==> src/rtl/usb_ls_rx.sv <==
// Low-speed USB receiver: clock recovery, SYNC detect, NRZI decode,
// bit unstuffing, byte assembly and EOP detection.
package usb_ls_rx_pkg;
  typedef enum logic [1:0] {
    SE0 = 2'b00,
    J   = 2'b01,
    K   = 2'b10,
    SE1 = 2'b11
  } d_port_t;
endpackage

module usb_ls_rx
  import usb_ls_rx_pkg::*;
#(
  parameter int unsigned CLKS_PER_BIT   = 16,
  parameter int unsigned SAMPLE_PHASE   = 7,
  parameter int unsigned MIN_SYNC_ZEROS = 5
) (
  input  logic             clk,
  input  logic             reset,
  input  d_port_t          line_state,
  usb_ls_rx_if.master      rx
);

  localparam logic [3:0] PH_MAX = 4'(CLKS_PER_BIT - 1);
  localparam logic [3:0] PH_SMP = 4'(SAMPLE_PHASE);
  localparam logic [2:0] Z_MIN  = 3'(MIN_SYNC_ZEROS);

  typedef enum logic [2:0] {
    S_IDLE,
    S_SYNC,
    S_DATA,
    S_EOP,
    S_ABORT
  } state_t;

  state_t     state_q, state_d;
  logic [3:0] phase_q, phase_d;
  d_port_t    lst_q, lst_d;
  d_port_t    prev_q, prev_d;
  logic [2:0] zcnt_q, zcnt_d;
  logic [2:0] ones_q, ones_d;
  logic [2:0] bcnt_q, bcnt_d;
  logic [7:0] sh_q, sh_d;
  logic       se0_q, se0_d;
  logic [7:0] data_q, data_d;
  logic       act_q, act_d;
  logic       vld_q, vld_d;
  logic       err_q, err_d;

  logic jk_edge;
  logic smp;
  logic jk;
  logic nrz;
  logic abort;

  always_comb begin
    state_d = state_q;
    lst_d   = line_state;
    prev_d  = prev_q;
    zcnt_d  = zcnt_q;
    ones_d  = ones_q;
    bcnt_d  = bcnt_q;
    sh_d    = sh_q;
    se0_d   = se0_q;
    data_d  = data_q;
    act_d   = act_q;
    vld_d   = 1'b0;
    err_d   = 1'b0;
    abort   = 1'b0;

    jk_edge = (line_state == J && lst_q == K) ||
              (line_state == K && lst_q == J);
    // a sample landing on an edge belongs to the old bit alignment
    smp     = (phase_q == PH_SMP) && !jk_edge;
    jk      = (line_state == J) || (line_state == K);
    nrz     = (line_state == prev_q);

    if (jk_edge || phase_q == PH_MAX) phase_d = 4'd0;
    else                              phase_d = phase_q + 4'd1;

    if (smp) prev_d = line_state;

    unique case (state_q)
      S_IDLE: begin
        if (line_state == K && lst_q == J) begin
          state_d = S_SYNC;
          zcnt_d  = 3'd0;
        end
      end
      S_SYNC: begin
        if (smp) begin
          if (!jk) begin
            state_d = S_IDLE;
          end else if (!nrz) begin
            if (zcnt_q != 3'd7) zcnt_d = zcnt_q + 3'd1;
          end else if (zcnt_q >= Z_MIN) begin
            state_d = S_DATA;
            act_d   = 1'b1;
            ones_d  = 3'd1;
            bcnt_d  = 3'd0;
          end else begin
            state_d = S_IDLE;
          end
        end
      end
      S_DATA: begin
        if (smp) begin
          if (line_state == SE0) begin
            if (bcnt_q == 3'd0) state_d = S_EOP;
            else                abort   = 1'b1;
          end else if (line_state == SE1) begin
            abort = 1'b1;
          end else if (ones_q == 3'd6) begin
            if (nrz) abort  = 1'b1;
            else     ones_d = 3'd0;
          end else begin
            ones_d = nrz ? ones_q + 3'd1 : 3'd0;
            sh_d   = {nrz, sh_q[7:1]};
            bcnt_d = bcnt_q + 3'd1;
            if (bcnt_q == 3'd7) begin
              data_d = {nrz, sh_q[7:1]};
              vld_d  = 1'b1;
            end
          end
        end
      end
      S_EOP: begin
        if (smp) begin
          if (line_state == J) begin
            act_d   = 1'b0;
            state_d = S_IDLE;
          end else if (line_state != SE0) begin
            abort = 1'b1;
          end
        end
      end
      S_ABORT: begin
        if (smp) begin
          unique case (line_state)
            SE0: begin
              se0_d  = 1'b1;
              zcnt_d = 3'd0;
            end
            J: begin
              if (se0_q || zcnt_q == 3'd7) begin
                act_d   = 1'b0;
                state_d = S_IDLE;
              end else begin
                zcnt_d = zcnt_q + 3'd1;
              end
            end
            default: zcnt_d = 3'd0;
          endcase
        end
      end
      default: state_d = S_IDLE;
    endcase

    if (abort) begin
      state_d = S_ABORT;
      vld_d   = 1'b1;
      err_d   = 1'b1;
      data_d  = sh_q;
      se0_d   = (line_state == SE0);
      zcnt_d  = 3'd0;
    end
  end

  always_ff @(posedge clk) begin
    if (reset) begin
      state_q <= S_IDLE;
      phase_q <= 4'd0;
      lst_q   <= J;
      prev_q  <= J;
      zcnt_q  <= 3'd0;
      ones_q  <= 3'd0;
      bcnt_q  <= 3'd0;
      sh_q    <= 8'h00;
      se0_q   <= 1'b0;
      data_q  <= 8'h00;
      act_q   <= 1'b0;
      vld_q   <= 1'b0;
      err_q   <= 1'b0;
    end else begin
      state_q <= state_d;
      phase_q <= phase_d;
      lst_q   <= lst_d;
      prev_q  <= prev_d;
      zcnt_q  <= zcnt_d;
      ones_q  <= ones_d;
      bcnt_q  <= bcnt_d;
      sh_q    <= sh_d;
      se0_q   <= se0_d;
      data_q  <= data_d;
      act_q   <= act_d;
      vld_q   <= vld_d;
      err_q   <= err_d;
    end
  end

  assign rx.rx_data   = data_q;
  assign rx.rx_active = act_q;
  assign rx.rx_valid  = vld_q;
  assign rx.rx_error  = err_q;

endmodule
==> src/rtl/usb_ls_rx_if.sv <==
// Byte-level receive interface between the low-speed USB front end
// and the packet decoder.
interface usb_ls_rx_if;
  logic [7:0] rx_data;
  logic       rx_active;
  logic       rx_valid;
  logic       rx_error;

  modport master (
    output rx_data,
    output rx_active,
    output rx_valid,
    output rx_error
  );

  modport slave (
    input rx_data,
    input rx_active,
    input rx_valid,
    input rx_error
  );
endinterface

==> src/flat_wrapper.sv <==
// flat-port wrapper written by rule: the top's interface ports become plain ports
module usb_ls_rx_flat import usb_ls_rx_pkg::*;
#(
  parameter int unsigned CLKS_PER_BIT   = 16,
  parameter int unsigned SAMPLE_PHASE   = 7,
  parameter int unsigned MIN_SYNC_ZEROS = 5
)
  (clk, reset, line_state, rx_rx_data, rx_rx_active, rx_rx_valid, rx_rx_error);
  usb_ls_rx_if rx_i ();
  input  logic clk;
  input  logic reset;
  input  d_port_t line_state;
  output wire logic [$bits(rx_i.rx_data)-1:0] rx_rx_data;
  output wire logic [$bits(rx_i.rx_active)-1:0] rx_rx_active;
  output wire logic [$bits(rx_i.rx_valid)-1:0] rx_rx_valid;
  output wire logic [$bits(rx_i.rx_error)-1:0] rx_rx_error;
  assign rx_rx_data = rx_i.rx_data;
  assign rx_rx_active = rx_i.rx_active;
  assign rx_rx_valid = rx_i.rx_valid;
  assign rx_rx_error = rx_i.rx_error;
  usb_ls_rx #(.CLKS_PER_BIT(CLKS_PER_BIT), .SAMPLE_PHASE(SAMPLE_PHASE), .MIN_SYNC_ZEROS(MIN_SYNC_ZEROS)) u_core (.clk(clk), .reset(reset), .line_state(line_state), .rx(rx_i));
endmodule
==> config.mk <==
export PLATFORM = sky130hd
export DESIGN_NAME = usb_ls_rx_flat
export DESIGN_NICKNAME = d
export VERILOG_FILES = /design/src/rtl/usb_ls_rx.sv /design/src/rtl/usb_ls_rx_if.sv /design/src/flat_wrapper.sv
export SDC_FILE = /design/constraint.sdc
export NUM_CORES = 1
export LEC_CHECK = 0
export CAP_MARGIN = 25
export CORE_ASPECT_RATIO = 1.4
export CORE_UTILIZATION = 54
export CTS_CLUSTER_DIAMETER = 150
export DETAILED_ROUTE_END_ITERATION = 7
export PLACE_DENSITY_LB_ADDON = 0.08
export SYNTH_ARGS = -nofsm -noshare
export SYNTH_HDL_FRONTEND = slang
export SYNTH_SLANG_ARGS = --single-unit
==> constraint.sdc <==
create_clock -name clk -period 5.6 [get_ports clk]
set_input_delay 1.12 -clock clk [delete_from_list [all_inputs] [get_ports clk]]
set_output_delay 1.12 -clock clk [all_outputs]
set_load 0.02 [all_outputs]
Yosys cells after proc, flatten, opt, wreduce, memory -nomap -nowiden
Index checks and enable logic that the tools add are counted.
{"block": "op_classes", "n_addsub": 4, "magnitude_cmp": 1, "n_eq_ne": 51, "muxes": 83, "bitwise": 3, "reduce_logical": 31}
{"cell": "$mux 3", "count": 39}
{"cell": "$mux 8", "count": 7}
{"cell": "$ne 2x1->1 const B", "count": 17}
{"cell": "$mux 1", "count": 30}
{"cell": "$ne 3x1->1 const B", "count": 10}
{"cell": "$reduce_and 11->1", "count": 2}
{"cell": "$reduce_and 9->1", "count": 2}
{"cell": "$pmux 3 s5", "count": 1}
{"cell": "$reduce_bool 2->1", "count": 7}
{"cell": "$eq 3x3->1 const B", "count": 4}
{"cell": "$ne 3x3->1 const B", "count": 4}
{"cell": "$pmux 3 s2", "count": 2}
{"cell": "$reduce_and 10->1", "count": 1}
{"cell": "$add 3x1->3 const B", "count": 3}
{"cell": "$pmux 3 s3", "count": 1}
{"cell": "$ne 2x2->1 const B", "count": 4}
{"cell": "$reduce_and 8->1", "count": 1}
{"cell": "$eq 2x2->1 const B", "count": 3}
{"cell": "$eq 3x2->1 const B", "count": 2}
{"cell": "$logic_not 3->1", "count": 2}
{"cell": "$reduce_and 6->1", "count": 1}
{"cell": "$reduce_bool 3->1", "count": 2}
{"cell": "$reduce_and 5->1", "count": 1}
{"cell": "$add 4x1->4 const B", "count": 1}
{"cell": "17 further kinds", "count": 26}
{"block": "totals", "ff_bits": 40, "input_bits": 4, "word_cells": 187}

Depth between registers and ports, before layout
{"block": "depth", "ltp_word": 9, "depth_mapped": 9, "depth_no_buf": 7}

Worst setup path before layout
Ideal clock, no wire load.
{"block": "synth_timing", "path_kind": "input -> register", "startpoint": "in line_state[0]", "endpoint": "reg u_core.state_q[1]", "setup_time_ns": 0.136, "t_arrival_ns": 2.640, "required_time_ns": 5.464, "slack_ns": 2.824, "cell_stages": 8, "path_buffers": 1, "path_cell_list": "inv_1 ha_1 nand3b_1 nand3_1 buf_4 or3_1 a2111oi_0 a211oi_1"}
{"block": "synth_between", "elab_chain_cells": 8, "elab_cells_between_ends": 35}
{"element": "from (decl)", "line": "flat_wrapper.sv:12", "text": "input d_port_t line_state;"}
{"element": "$eq 2x2->1, or another cell as far along", "line": "usb_ls_rx.sv:77", "text": "nrz = (line_state == prev_q);"}
{"element": "$mux 1, or another cell as far along", "line": "usb_ls_rx.sv:115", "text": "if (nrz) abort = 1'b1;"}
{"element": "$mux 1 or $logic_or 1x1->1 (tied branches)", "line": "usb_ls_rx.sv:114, usb_ls_rx.sv:72"}
{"element": "$mux 1 or $logic_not 1->1 (tied branches)", "line": "usb_ls_rx.sv:112, usb_ls_rx.sv:75"}
{"element": "$mux 1 or $logic_and 1x1->1 (tied branches)", "line": "usb_ls_rx.sv:109, usb_ls_rx.sv:75"}
{"element": "$mux 1, on equally long branches", "line": "usb_ls_rx.sv:108, usb_ls_rx.sv:129"}
{"element": "$pmux 1 s2", "line": "usb_ls_rx.sv:84", "text": "unique case (state_q)"}
{"element": "$reduce_or 2->1 (no line)"}
{"element": "to (signal assigned)", "line": "usb_ls_rx.sv:186", "text": "state_q <= state_d;"}
{"element": "to (decl)", "line": "usb_ls_rx.sv:37", "text": "state_t state_q, state_d;"}
Parallel ways exist; a longest one is shown, timed or not. The select of a mux whose other input is x is not followed.
A chain may end at the register's enable or synchronous reset.

Worst setup path in the final report
Same ends and word-level chain as after synthesis.

==> key figures <==
Pwr
  • Peak supply drop: between 0.0002 and 0.00025 V
  • Leakage power: about 0.95 nW
  • Power per cell area: about 310 nW/um^2

Worst setup path
  • CP arrival: 3.71 ns
  • Reg2Reg Setup Slack: roughly 3.1 ns
  • R2R cell count: 5
  • Max stage delay on crit path: ~0.6 ns
  • Critical-path maximum fanout: 11
  • RR Endpoint: u_core.rx.rx_data[5]
  • Worst Setup End Kind: flop
  • Data required time of the critical path: 5.76 ns
  • CP startpoint kind: primary input
  • Slowest cell on crit path: or3_1
  • Cell Chain, Critical Path: clkdlybuf4s50_1 -> inv_1 -> ha_1 -> nand3b_1 -> nand3_1 -> or3_1 -> a2111oi_0 -> a211oi_1
  • R2R Path Start: u_core.state_q[1]
  • Critical path type: in2reg

Routing
  • Via Count: ~1700
  • DR vias/cell: 5.92
  • DR iter-0 viols: 45
  • DRC: 0
  • Routed length per instance: ~15 um
  • Post-DRT Antenna Nets: 0
  • WL final: between 4 and 5 mm
  • Drt pass-1 iters: 4

Flow run
  • Max-Cap Viols: 0

Finish
  • Commonest non-fill, non-tap cell in the layout: dfxtp_1
  • Core Util, Final: 64.1%
  • Most frequent cells in the layout: dfxtp_1, nor2_1, mux2i_1, nand2_1
  • Layout cells sized above 1: 6.50%
  • Antenna Diode Count: 0
  • Area Overhead vs Synth: 11.7%
  • Final net count: about 260

Timing
  • Slew margin rel.: 52.9%
  • FMAX: 282 MHz
  • Hold slack: approximately 0.45 ns
  • Clock skew: between 0.004 and 0.005 ns
  • Fin crit period: 3.55 ns
  • Post-route setup TNS: 0 ns
  • Max Slew Vio Count: 0
  • RSZ-0062 raised after global routing: no
  • Fin crit share: between 60% and 70%
  • Final setup viols: 0
  • Final hold violations: 0
  • Worst Max-Slew Pin Slew: 0.705 ns

Clock network
  • Root buffer cell: clkbuf_8
  • Clock Tree Buf Depth: 2
  • Number of clock buffers inserted by TritonCTS: 5
  • CTS tree: built
  • Clk_lat worst skew: a little under 0.3 ns
  • CTS sink cnt: 40
  • Setup Buffers After CTS: 0
  • CTS hold repair buffers: 0
  • Post-cts sizing count: 0
  • Clock slew at reported path FFs: about 0.080 ns
  • H-tree Lvls: 2

Yosys
  • Share of the yosys chip area belonging to registers: a little under two fifths
  • Syn Area/Cell: 8.93 um^2
  • Synth Register Bits: 40
  • Ys flop type: dfxtp_1
  • Post-synth EDFFs: 0
  • Yosys warns: 0
  • Post-synthesis net count: ~250
  • Post-synth ARST share: 0%
  • Cell Area, Synth: 2110 um^2
  • Yosys cell types: 56
  • Post-Synthesis Cells: about 240

Placement
  • Routability cong.: between 0.8 and 0.9
  • Port Buffer Count: 14
  • Detail Placement HPWL: approximately 3.2 mm

Status
  • Status: completed

Min path
  • Worst hold path type: reg2reg
  • HP Start: u_core.phase_q[0]
  • Hold depth: 1
  • Hold endpoint: u_core.phase_q[0]

Floorplan
  • Die footprint: 4160 um^2
  • Effective utilization at floorplan: between 50 and 60%
  • Die H: around 76 um
  • Core region area: 3680 um^2
  • Die width: ~55 um
  • Row Count: 26
  • I/O pin count: 15

Global routing
  • Total grt overflow: 0
  • Vias in the first global route: between 1500 and 2000
  • Largest net degree at the start of global routing: 22
  • Global-route wire length before repair: ~7.7 mm
  • Antenna violations before repair: 0
  • GRT Util Overall: between 20 and 25%
==> worst max path at each step <==
stage / start / to / slack, ns
global placement: line_state[0] / u_core.state_q[1] / 1.82
CTS: line_state[0] / u_core.state_q[1] / 2.08
floorplan: line_state[0] / u_core.state_q[1] / 2.82
global route: line_state[0] / u_core.state_q[1] / 1.88
finish: line_state[0] / u_core.state_q[1] / 2.05
detailed placement: line_state[0] / u_core.state_q[1] / 1.78
==> area by class of cell <==
type	instances	area, um^2
Sequential cell	40	801
Inverter	12	45.0
Multi-Input combinational cell	172	1200
Tap cell	42	52.6
Clock inverter	3	42.5
Fill cell	314	1320
Timing Repair Buffer	14	140
Clock buffer	5	68.8
==> cell usage after synthesis, types with 2 or more instances <==
library cell / n / area, um^2
and3_1: 2 / 12.5
o21bai_1: 2 / 15.0
inv_1: 12 / 45.0
xor2_1: 3 / 26.3
nand3_1: 8 / 40.0
dfxtp_1: 40 / 801
mux2i_1: 19 / 190
nand2_1: 18 / 67.6
a211oi_1: 3 / 22.5
or3_1: 3 / 18.8
nor3_1: 4 / 20.0
o311ai_0: 2 / 17.5
ha_1: 13 / 163
a21oi_1: 15 / 75.1
or4_1: 2 / 15.0
nand2b_1: 3 / 18.8
o211ai_1: 2 / 15.0
clkbuf_1: 8 / 30.0
o21a_1: 2 / 15.0
nand3b_1: 2 / 15.0
a211o_1: 2 / 17.5
o21ai_0: 15 / 75.1
nor2_1: 23 / 86.3
==> stage by stage <==
stage | worst slack, ns | total power [mW] | cell area (um^2) | std cells
2_1_floorplan | 2.82 | 0.452 | 2110 | 236
3_3_place_gp | 1.82 | 0.489 | 2240 | 280
3_5_place_dp | 1.78 | 0.489 | 2240 | 280
4_1_cts | 2.08 | 0.726 | 2350 | 288
5_1_grt | 1.88 | 0.765 | 2350 | 288
6_report | 2.05 | 0.722 | 2350 | 288
==> per-layer routing <==
metal / vias to the layer above / GRT usage [%] / share of wire [%]
met3: 6 / 5.22 / 2.9
met4: 0 / 9.49 / 1.3
met5: - / 0 / 0
met2: 33 / 42.0 / 53
met1: 806 / 28.2 / 43
li1: 859 / - / -
==> state kept, by name, summed over array words and instances, names as in the netlist, 2 cells and up <==
name               cells
u_core.bcnt_q          3
u_core.lst_q           2
u_core.ones_q          3
u_core.phase_q         4
u_core.prev_q          2
u_core.rx.rx_data      8
u_core.sh_q            8
u_core.state_q         3
u_core.zcnt_q          3
==> report_power, final <==
part           switching [mW]  total [mW]  internal [mW]
clock                   0.105       0.236          0.132
sequential             0.0260       0.322          0.296
combinational          0.0958       0.164         0.0679
total                   0.226       0.722          0.495
==> kinds of logic (layout without fill, tap and decap cells) <==
kind of cell | after synthesis | in the layout | synth area share (%)
AND/OR/NAND/NOR | 80 | 80 | 21.1
adder cells (fa/ha/maj) | 13 | 13 | 7.72
flip-flops | 40 | 40 | 38.0
AO/OA/AOI/OAI | 56 | 56 | 17.6
buffers and inverters | 24 | 34 | 4.87
multiplexers | 19 | 19 | 9.02
XOR/XNOR | 4 | 4 | 1.66
==> critical path: cells and delay by family <==
family          cells  cell delay, ns
simple gates        3            1.14
fa+ha+maj           1            0.21
compound gates      2            0.58
buf+inv             2            0.67
(Power assumes the default switching activity.)
